File: config.mk
export PLATFORM = sky130hd
export DESIGN_NAME = divisor_sequencial_flat
export DESIGN_NICKNAME = d
export VERILOG_FILES = /design/src/rtl/divisor_pkg.sv /design/src/rtl/divisor_sequencial_if.sv /design/src/rtl/divisor_passo.sv /design/src/rtl/divisor_sequencial.sv /design/src/flat_wrapper.sv
export SDC_FILE = /design/constraint.sdc
export NUM_CORES = 1
export LEC_CHECK = 0
export BUFFER_PORTS_ARGS = -buffer_cell sky130_fd_sc_hd__buf_2
export CAP_MARGIN = 20
export CORE_MARGIN = 2
export CORE_UTILIZATION = 45
export CTS_BUF_LIST = sky130_fd_sc_hd__clkbuf_8
export CTS_CLUSTER_SIZE = 20
export DETAILED_ROUTE_END_ITERATION = 12
export PLACE_DENSITY = 0.7
export RECOVER_POWER = 50
export SLEW_MARGIN = 25
export SYNTH_ARGS = -nofsm -noshare
export SYNTH_HDL_FRONTEND = slang
export SYNTH_HIERARCHICAL = 1
export SYNTH_SLANG_ARGS = --single-unit
File: constraint.sdc
create_clock -name Clock -period 1.6 [get_ports Clock]
set_input_delay 0 -clock Clock [delete_from_list [all_inputs] [get_ports Clock]]
set_output_delay 0 -clock Clock [all_outputs]
set_load 0.005 [all_outputs]
File: src/rtl/divisor_pkg.sv
// Shared types and sizing helpers for the sequential restoring divider.
package divisor_pkg;

    typedef enum logic [1:0] {
        IDLE,
        CALC,
        DONE
    } state_t;

    localparam int WIDTH_MAX = 16;

    // Bits needed for the step counter, which runs from WIDTH-1 down to 0.
    function automatic int count_width(input int width);
        return (width < 2) ? 1 : $clog2(width);
    endfunction

endpackage

File: src/rtl/divisor_sequencial_if.sv
// Operand/result bundle between the entry stage, the divider and the display stage.
interface divisor_sequencial_if #(
    parameter int WIDTH = 4
);
    logic [WIDTH-1:0] A;
    logic [WIDTH-1:0] B;
    logic             Enable;
    logic             Strobe;
    logic [WIDTH-1:0] Asig;
    logic [WIDTH-1:0] Bsig;
    logic [WIDTH-1:0] Q;
    logic [WIDTH-1:0] R;
    logic [WIDTH-1:0] QD;
    logic [WIDTH-1:0] RD;
    logic             Busy;
    logic             Done;
    logic             DivZero;

    modport master (
        output A, B, Enable, Strobe,
        input  Asig, Bsig, Q, R, QD, RD, Busy, Done, DivZero
    );

    modport slave (
        input  A, B, Enable, Strobe,
        output Asig, Bsig, Q, R, QD, RD, Busy, Done, DivZero
    );
endinterface

File: src/rtl/divisor_passo.sv
// One restoring-division step: shift the next dividend bit into the partial
// remainder, subtract the divisor if it fits, and shift the result bit into the quotient.
module divisor_passo #(
    parameter int WIDTH = 4
) (
    input  logic [WIDTH-1:0] rem,
    input  logic [WIDTH-1:0] quo,
    input  logic [WIDTH-1:0] divisor,
    output logic [WIDTH-1:0] rem_n,
    output logic [WIDTH-1:0] quo_n
);
    logic [WIDTH:0]   shifted;
    logic [WIDTH-1:0] diff;
    logic             fits;

    always_comb begin
        // One bit wider than rem so a remainder just below a large divisor cannot wrap.
        shifted = {rem, quo[WIDTH-1]};
        fits    = (shifted >= {1'b0, divisor});
        // When it fits the true difference is below the divisor, so the low bits are exact.
        diff    = shifted[WIDTH-1:0] - divisor;
        rem_n   = fits ? diff : shifted[WIDTH-1:0];
        quo_n   = {quo[WIDTH-2:0], fits};
    end
endmodule

File: src/rtl/divisor_sequencial.sv
// Sequential restoring divider: captures operands on Enable, produces one quotient
// bit per clock, flags divide-by-zero and keeps strobed display copies of the result.
module divisor_sequencial
    import divisor_pkg::*;
#(
    parameter int WIDTH = 4
) (
    input logic Clock,
    input logic Reset,
    divisor_sequencial_if.slave bus
);
    localparam int             CW        = count_width(WIDTH);
    localparam logic [CW-1:0]  LAST_STEP = CW'(WIDTH - 1);

    state_t           state;
    logic [WIDTH-1:0] asig;
    logic [WIDTH-1:0] bsig;
    logic [WIDTH-1:0] rem;
    logic [WIDTH-1:0] quo;
    logic [WIDTH-1:0] rem_n;
    logic [WIDTH-1:0] quo_n;
    logic [WIDTH-1:0] q;
    logic [WIDTH-1:0] r;
    logic [WIDTH-1:0] qd;
    logic [WIDTH-1:0] rd;
    logic [CW-1:0]    count;
    logic             busy;
    logic             done;
    logic             div_zero;

    divisor_passo #(.WIDTH(WIDTH)) u_passo (
        .rem    (rem),
        .quo    (quo),
        .divisor(bsig),
        .rem_n  (rem_n),
        .quo_n  (quo_n)
    );

    // NOTE: every register updates with <= so all reads in this block see pre-edge values.
    always_ff @(posedge Clock) begin
        // NOTE: only a handful of flops, so the whole datapath is reset; an abort leaves no stale partials.
        if (Reset) begin
            state    <= IDLE;
            asig     <= '0;
            bsig     <= '0;
            rem      <= '0;
            quo      <= '0;
            q        <= '0;
            r        <= '0;
            qd       <= '0;
            rd       <= '0;
            count    <= '0;
            busy     <= 1'b0;
            done     <= 1'b0;
            div_zero <= 1'b0;
        end else begin
            done <= 1'b0;

            // Display copy follows q, which already holds the new result during DONE.
            if (bus.Strobe && !busy) begin
                qd <= q;
                rd <= r;
            end

            case (state)
                IDLE: begin
                    if (bus.Enable) begin
                        asig  <= bus.A;
                        bsig  <= bus.B;
                        rem   <= '0;
                        quo   <= bus.A;
                        count <= LAST_STEP;
                        if (bus.B == '0) begin
                            q        <= '1;
                            r        <= bus.A;
                            div_zero <= 1'b1;
                            done     <= 1'b1;
                            state    <= DONE;
                        end else begin
                            busy  <= 1'b1;
                            state <= CALC;
                        end
                    end
                end

                CALC: begin
                    rem <= rem_n;
                    quo <= quo_n;
                    if (count == '0) begin
                        q        <= quo_n;
                        r        <= rem_n;
                        div_zero <= 1'b0;
                        done     <= 1'b1;
                        busy     <= 1'b0;
                        state    <= DONE;
                    end else begin
                        count <= count - 1'b1;
                    end
                end

                DONE: state <= IDLE;

                default: state <= IDLE;
            endcase
        end
    end

    assign bus.Asig    = asig;
    assign bus.Bsig    = bsig;
    assign bus.Q       = q;
    assign bus.R       = r;
    assign bus.QD      = qd;
    assign bus.RD      = rd;
    assign bus.Busy    = busy;
    assign bus.Done    = done;
    assign bus.DivZero = div_zero;
endmodule

File: src/flat_wrapper.sv
// flat-port wrapper written by rule: the top's interface ports become plain ports
module divisor_sequencial_flat import divisor_pkg::*;
#(
    parameter int WIDTH = 4
)
  (Clock, Reset, bus_A, bus_B, bus_Enable, bus_Strobe, bus_Asig, bus_Bsig, bus_Q, bus_R, bus_QD, bus_RD, bus_Busy, bus_Done, bus_DivZero);
  divisor_sequencial_if #(.WIDTH(WIDTH)) bus_i ();
  input logic Clock;
  input logic Reset;
  input wire logic [$bits(bus_i.A)-1:0] bus_A;
  input wire logic [$bits(bus_i.B)-1:0] bus_B;
  input wire logic [$bits(bus_i.Enable)-1:0] bus_Enable;
  input wire logic [$bits(bus_i.Strobe)-1:0] bus_Strobe;
  output wire logic [$bits(bus_i.Asig)-1:0] bus_Asig;
  output wire logic [$bits(bus_i.Bsig)-1:0] bus_Bsig;
  output wire logic [$bits(bus_i.Q)-1:0] bus_Q;
  output wire logic [$bits(bus_i.R)-1:0] bus_R;
  output wire logic [$bits(bus_i.QD)-1:0] bus_QD;
  output wire logic [$bits(bus_i.RD)-1:0] bus_RD;
  output wire logic [$bits(bus_i.Busy)-1:0] bus_Busy;
  output wire logic [$bits(bus_i.Done)-1:0] bus_Done;
  output wire logic [$bits(bus_i.DivZero)-1:0] bus_DivZero;
  assign bus_i.A = bus_A;
  assign bus_i.B = bus_B;
  assign bus_i.Enable = bus_Enable;
  assign bus_i.Strobe = bus_Strobe;
  assign bus_Asig = bus_i.Asig;
  assign bus_Bsig = bus_i.Bsig;
  assign bus_Q = bus_i.Q;
  assign bus_R = bus_i.R;
  assign bus_QD = bus_i.QD;
  assign bus_RD = bus_i.RD;
  assign bus_Busy = bus_i.Busy;
  assign bus_Done = bus_i.Done;
  assign bus_DivZero = bus_i.DivZero;
  divisor_sequencial #(.WIDTH(WIDTH)) u_core (.Clock(Clock), .Reset(Reset), .bus(bus_i));
endmodule
; Word-level counts from Yosys, hierarchy flattened
; Cells that the tools add are included.
[totals]
register_bits = 39
latchBits = 0
ramBits = 0
rom_bits = 0
output_inout_bits = 27
n_memories = 0
[classes]
addsub = 2
n_mul = 0
n_div = 0
order_cmp = 1
eq_ne = 6
n_shift = 0
muxes = 31
bitwise = 0
n_reduce_logical = 12
[ops]
columns = op, n
row1 = $mux W4, 9
row2 = $pmux W4 S2, 4
row3 = $mux W2, 5
row4 = $mux W1, 8
row5 = $pmux W2 S2, 2
row6 = $reduce_and A4 Y1, 2
row7 = $ne A2 B2 Y1 const B, 3
row8 = $pmux W1 S2, 3
row9 = $reduce_and A2 Y1, 3
row10 = $ge A5 B4 Y1, 1
row11 = $logic_not A2 Y1, 2
row12 = $logic_not A4 Y1, 1
row13 = $ne A2 B1 Y1 const B, 2
row14 = $sub A4 B4 Y4, 1
row15 = $reduce_and A3 Y1, 1
row16 = $eq A2 B1 Y1 const B, 1
row17 = $reduce_bool A2 Y1, 1
row18 = $sub A2 B1 Y2 const B, 1
row19 = $logic_and A1 B1 Y1, 1
row20 = $logic_not A1 Y1, 1

; Longest topological paths before layout
[logic_depth]
ltp_word = 4
mapped_depth = 9

; Hierarchy
; The synthesis kept the hierarchy.
[modules_own_cells]
columns = module, instances, cells_per_inst, area_each_um2
row1 = divisor_sequencial, 1, 169, 1498.9
row2 = divisor_passo, 1, 32, 254.0

; Least setup slack after synthesis
; OpenSTA, ideal clock, no wires.
[synth_path]
path_type = register to register
startpoint = reg u_core.bsig[2], in the netlist u_core/bus.Bsig[2]
endpoint = reg u_core.rem[2]
setup_time_ns = 0.128
arrival_ns = 1.577
t_required_ns = 1.472
slack_ns = -0.104
stages_incl_launch_ff = 9
n_path_buf = 0
period_less_slack_ns = 1.704
cell_sequence = dfxtp_1 > inv_1 > ha_1 > nand4_1 > nand2_2 > nor2_4 > mux2_4 > a22oi_1 > nor2_1
[synth_via]
elab_chain_cells = 3
word_cells_on_any_way = 4
classes_between = add/sub: 1 / order compare: 1 / mux: 2
[synth_rtl]
columns = item, line_no
row1 = start: declaration, divisor_sequencial.sv:17  ; logic [WIDTH-1:0] bsig;
row2 = start signal: assignment, divisor_sequencial.sv:69  ; bsig <= bus.B;
row3 = $sub A4 B4 Y4 / $ge A5 B4 Y1 (equally long branches), "divisor_passo.sv:21, divisor_passo.sv:19"
row4 = $mux W4 (*), divisor_passo.sv:22  ; rem_n = fits ? diff : shifted[WIDTH-1:0];
row5 = net u_core.rem_n[2], divisor_sequencial.sv:20  ; logic [WIDTH-1:0] rem_n;
row6 = $pmux W4 S2 (*), divisor_sequencial.sv:65  ; case (state)
row7 = end signal: assignment, divisor_sequencial.sv:87  ; rem <= rem_n;
row8 = end: declaration, divisor_sequencial.sv:18  ; logic [WIDTH-1:0] rem;
; Mark *: on every way through the listed nets, which the timed path passes. The rest lies on a longest branch.
; A chain may end at the register's enable or synchronous reset.

; Final worst setup path
[layout_path]
startpoint = reg u_core.bsig[2], in the netlist u_core/bus.Bsig[2]
endpoint = reg u_core.r[2], in the netlist u_core/bus.R[2]
[layout_via]
elab_chain_cells = 4
word_cells_on_any_way = 5
classes_between = add/sub: 1 / order compare: 1 / mux: 3
[layout_rtl]
columns = item, line_no
row1 = $sub A4 B4 Y4 / $ge A5 B4 Y1 (equally long branches), "divisor_passo.sv:21, divisor_passo.sv:19"
row2 = $mux W4 (*), divisor_passo.sv:22
row3 = net u_core.rem_n[2], divisor_sequencial.sv:20
row4 = $mux W4 (*), divisor_sequencial.sv:89  ; if (count == '0) begin
row5 = $pmux W4 S2 (*), divisor_sequencial.sv:65
row6 = end signal: assignment, divisor_sequencial.sv:75  ; r <= bus.A;
row7 = end signal: assignment, divisor_sequencial.sv:91  ; r <= rem_n;
row8 = end: declaration, divisor_sequencial.sv:23  ; logic [WIDTH-1:0] r;
; Mark *: on every way through the listed nets, which the timed path passes. The rest lies on a longest branch. The select of a mux whose other input is x is not followed.

==> key figures <==
Status
  – Status: finished with violations
  – Failing checks: setup timing

Clock network
  – Clock Tree Root: clkbuf_8
  – Clock Tree Buf Depth: 2
  – CTS tree: done
  – Max H-tree Level: 2
  – Clock Latency Late Sink: 0.29 ns
  – Sink Count: 39
  – CTS clk-pin slew, worst paths: 0.07 ns
  – TritonCTS buffer count: 5

Min path
  – Hold path start: bus_B[3]
  – Hold path cells: 3
  – Min-delay worst type: in2reg
  – Endpoint, Worst Hold: u_core/bus.Bsig[3]$_SDFFE_PP0P_

Floorplan
  – Site row count: 22
  – Die area: 0.004411 mm2
  – Starting Density: 47.17%
  – Die Y: 66.42 um
  – Core footprint: 0.003716 mm2
  – Boundary Pins: 39
  – Die Span X: 66.42 um

Global route
  – Pin count of the biggest net entering global routing: 40
  – Vias in the first global route: 1522
  – Global-route wire length before repair: 7010 um
  – Overall Global Routing Usage: 21.00%
  – Initial antenna violation count: 0
  – Remaining Overflow, GRT: 0

Setup path
  – R2r startpoint: u_core/bus.Bsig[2]$_SDFFE_PP0P_
  – Reg2reg setup slack: -0.11 ns
  – Critical Path AT: 1.86 ns
  – CP required: 1.74 ns
  – CP max FO: 4
  – CP Capture Type: flop
  – Setup Crit Path Kind: reg2reg
  – Reg2reg path depth: 8
  – Worst R2R End: u_core/bus.R[2]$_SDFFE_PP0P_
  – CP cell instances: inv_2 > ha_4 > o21ai_4 > a21oi_4 > nor2_4 > mux2_4 > mux2i_1 > a211oi_1
  – Startpoint types: flop
  – CP max stage cell: dfxtp_2
  – CP peak stage delay: 0.33 ns

STA
  – Fin. max-slew vios: 0
  – Worst relative slew slack: 53.93%
  – Clock Skew: 0.005394 ns
  – RSZ-0062 raised after global routing: yes
  – Crit share post-route: 107.2%
  – Smallest hold slack: 0.008326 ns
  – Hold Fails Final Rpt: 0
  – Worst-margin pin slew: 0.6910 ns
  – Fmax: 0.5832 GHz
  – Final setup fails: 10
  – Crit path time final: 1.715 ns
  – Worst setup margin: -0.1147 ns

Detailed routing
  – Antenna Violating Nets Remaining: 0
  – First DRT Iteration DRCs: 83
  – Vias per cell: 5.315
  – Vias: 1605
  – Drt pass-1 iters: 4
  – DRC Markers: 0
  – Routed len/inst: 13.72 um
  – Drt total wl: 4142 um

Placed design
  – Placed wire-length estimate: 2894 um
  – RePlAce Congestion: 0.8611
  – Input/output buffers: 38

Pwr
  – Lkg Pwr: 0.9392 nW
  – Power Density: 1091 mW/mm2
  – Peak supply drop: 0.6764 mV
  – Total Power: 2.521 mW

Synthesis
  – Mean area per synthesized cell: 8.721 um2
  – Post-synth EDFFs: 0
  – Dominant synthesized flop cell: dfxtp_1
  – Post-Syn Instances: 201
  – Ys async rst share: 0%
  – Post-Syn Area: 0.001753 mm2
  – Syn. warnings: 6
  – Netlist cell types: 34
  – Net count after synthesis: 219
  – Yosys reg bits: 39
  – Seq/Total Area, Yosys: 44.54%

Finish
  – Fillers: 334
  – Share of layout cells above drive strength 1: 35.43%
  – N_diodes: 0
  – Area delta synth->final: 31.83%
  – Layout net count: 272

Job
  – Max Cap Viol: 0
-- worst max path at each step --
stage	endpoint	startpoint	cells after the start
after floorplan	u_core/rem[2]$_SDFFE_PP0P_	u_core/bus.Bsig[1]$_SDFFE_PP0P_	8
after global placement	u_core/bus.R[2]$_SDFFE_PP0P_	u_core/quo[3]$_SDFFE_PP0P_	7
after detailed placement	u_core/bus.R[2]$_SDFFE_PP0P_	u_core/quo[3]$_SDFFE_PP0P_	7
after CTS	u_core/bus.R[2]$_SDFFE_PP0P_	u_core/bus.Bsig[2]$_SDFFE_PP0P_	8
after global routing	u_core/bus.R[2]$_SDFFE_PP0P_	u_core/bus.Bsig[2]$_SDFFE_PP0P_	8
final	u_core/bus.R[2]$_SDFFE_PP0P_	u_core/bus.Bsig[2]$_SDFFE_PP0P_	8
-- synth_stat cells, types with 2 or more instances --
cell type | number | share of area [%]
a31oi_1 | 4 | 1.4
dfxtp_1 | 39 | 45
inv_1 | 8 | 1.7
nand2_1 | 40 | 8.6
nor3_1 | 9 | 2.6
mux2i_1 | 6 | 3.4
nand2b_1 | 2 | 0.71
a211oi_1 | 14 | 6.0
buf_2 | 4 | 1.1
clkbuf_1 | 7 | 1.5
ha_1 | 5 | 3.6
nor3b_1 | 4 | 1.7
a22oi_1 | 5 | 2.1
a21oi_1 | 19 | 5.4
nor2_1 | 13 | 2.8
buf_4 | 4 | 1.7
-- placed cells by master, fill, tap and decap left out, types with 2 or more instances in the layout --
cell type,n
clkbuf_1,5
a211oi_1,14
dfxtp_2,6
dlygate4sd3_1,3
nor2_4,3
clkbuf_8,5
buf_4,17
inv_1,5
nor2_1,12
buf_6,2
o21ai_4,2
nor3_1,8
inv_2,4
nor3b_1,3
nand2_1,40
ha_4,3
a31oi_1,4
a22oi_1,4
dfxtp_1,33
mux2i_1,5
a21oi_1,18
buf_2,33
-- flip-flops by register name (all words and copies together), names as in the netlist --
name                flops
u_core/bus.RD           4
u_core/bus.Busy         1
u_core/bus.Done         1
u_core/bus.Asig         4
u_core/count            2
u_core/quo              4
u_core/bus.QD           4
u_core/bus.DivZero      1
u_core/bus.Q            4
u_core/bus.Bsig         4
u_core/rem              4
u_core/state            2
u_core/bus.R            4
-- through the flow --
step                      std cells  setup slack (ns)  utilization, %  TNS, ns  cell area [um2]
final                           302           -0.1147           62.19  -0.5965             2311
after global routing            302           -0.2121           62.19   -1.715             2311
after CTS                       301          -0.08811           61.65  -0.3710             2291
after detailed placement        288           -0.1575           55.59  -0.6311             2066
after global placement          288           -0.1218           55.59  -0.4427             2066
after floorplan                 201          -0.06352               -  -0.1235             1767
-- area by class of cell --
type                            instances  area [um2]  share of cell area, %
Sequential cell                        39       788.3                  34.11
Clock buffer                            5       68.82                  2.978
Timing Repair Buffer                   61       371.6                  16.08
Tap cell                               48       60.06                  2.599
Clock inverter                          2       33.78                  1.462
Inverter                                8       30.03                  1.299
Multi-Input combinational cell        139       958.4                  41.47
-- per-layer routing --
metal | track usage [%] | wire (um)
met1 | 27.50 | 1896
met2 | 33.13 | 1972
met3 | 5.792 | 221
met4 | 7.143 | 51
met5 | 0 | 0
-- worst max-delay path, delay by kind of cell (launching register included) --
| family | cells | cell delay [ns] |
|---|---|---|
| mux | 2 | 0.47 |
| flops | 1 | 0.33 |
| compound gates | 3 | 0.29 |
| fa+ha+maj | 1 | 0.23 |
| simple gates | 1 | 0.18 |
| buf+inv | 1 | 0.04 |
-- timing repair --
item	4_1_cts	5_1_grt
setup endpoints to repair	6	10
setup buffers	4	1
gates resized for setup	17	8
hold endpoints to repair	3	0
pin swaps	11	9
hold buffers	3	0
-- report_power, final --
part / leakage (nW) / internal (mW) / total (mW) / switching [mW]
combinational: 0.562 / 0.320 / 0.648 / 0.328
sequential: 0.321 / 1.05 / 1.10 / 0.0537
clock: 0.0554 / 0.450 / 0.771 / 0.320
-- logic make-up after synthesis --
logic type | share of synthesized area [%]
buffers and inverters | 6.068
adder cells (fa/ha/maj) | 4.711
AND/OR/NAND/NOR | 22.13
AO/OA/AOI/OAI | 17.77
multiplexers | 4.283
XOR/XNOR | 0.4997
flip-flops | 44.54
Power figures use the tool's default switching activity.
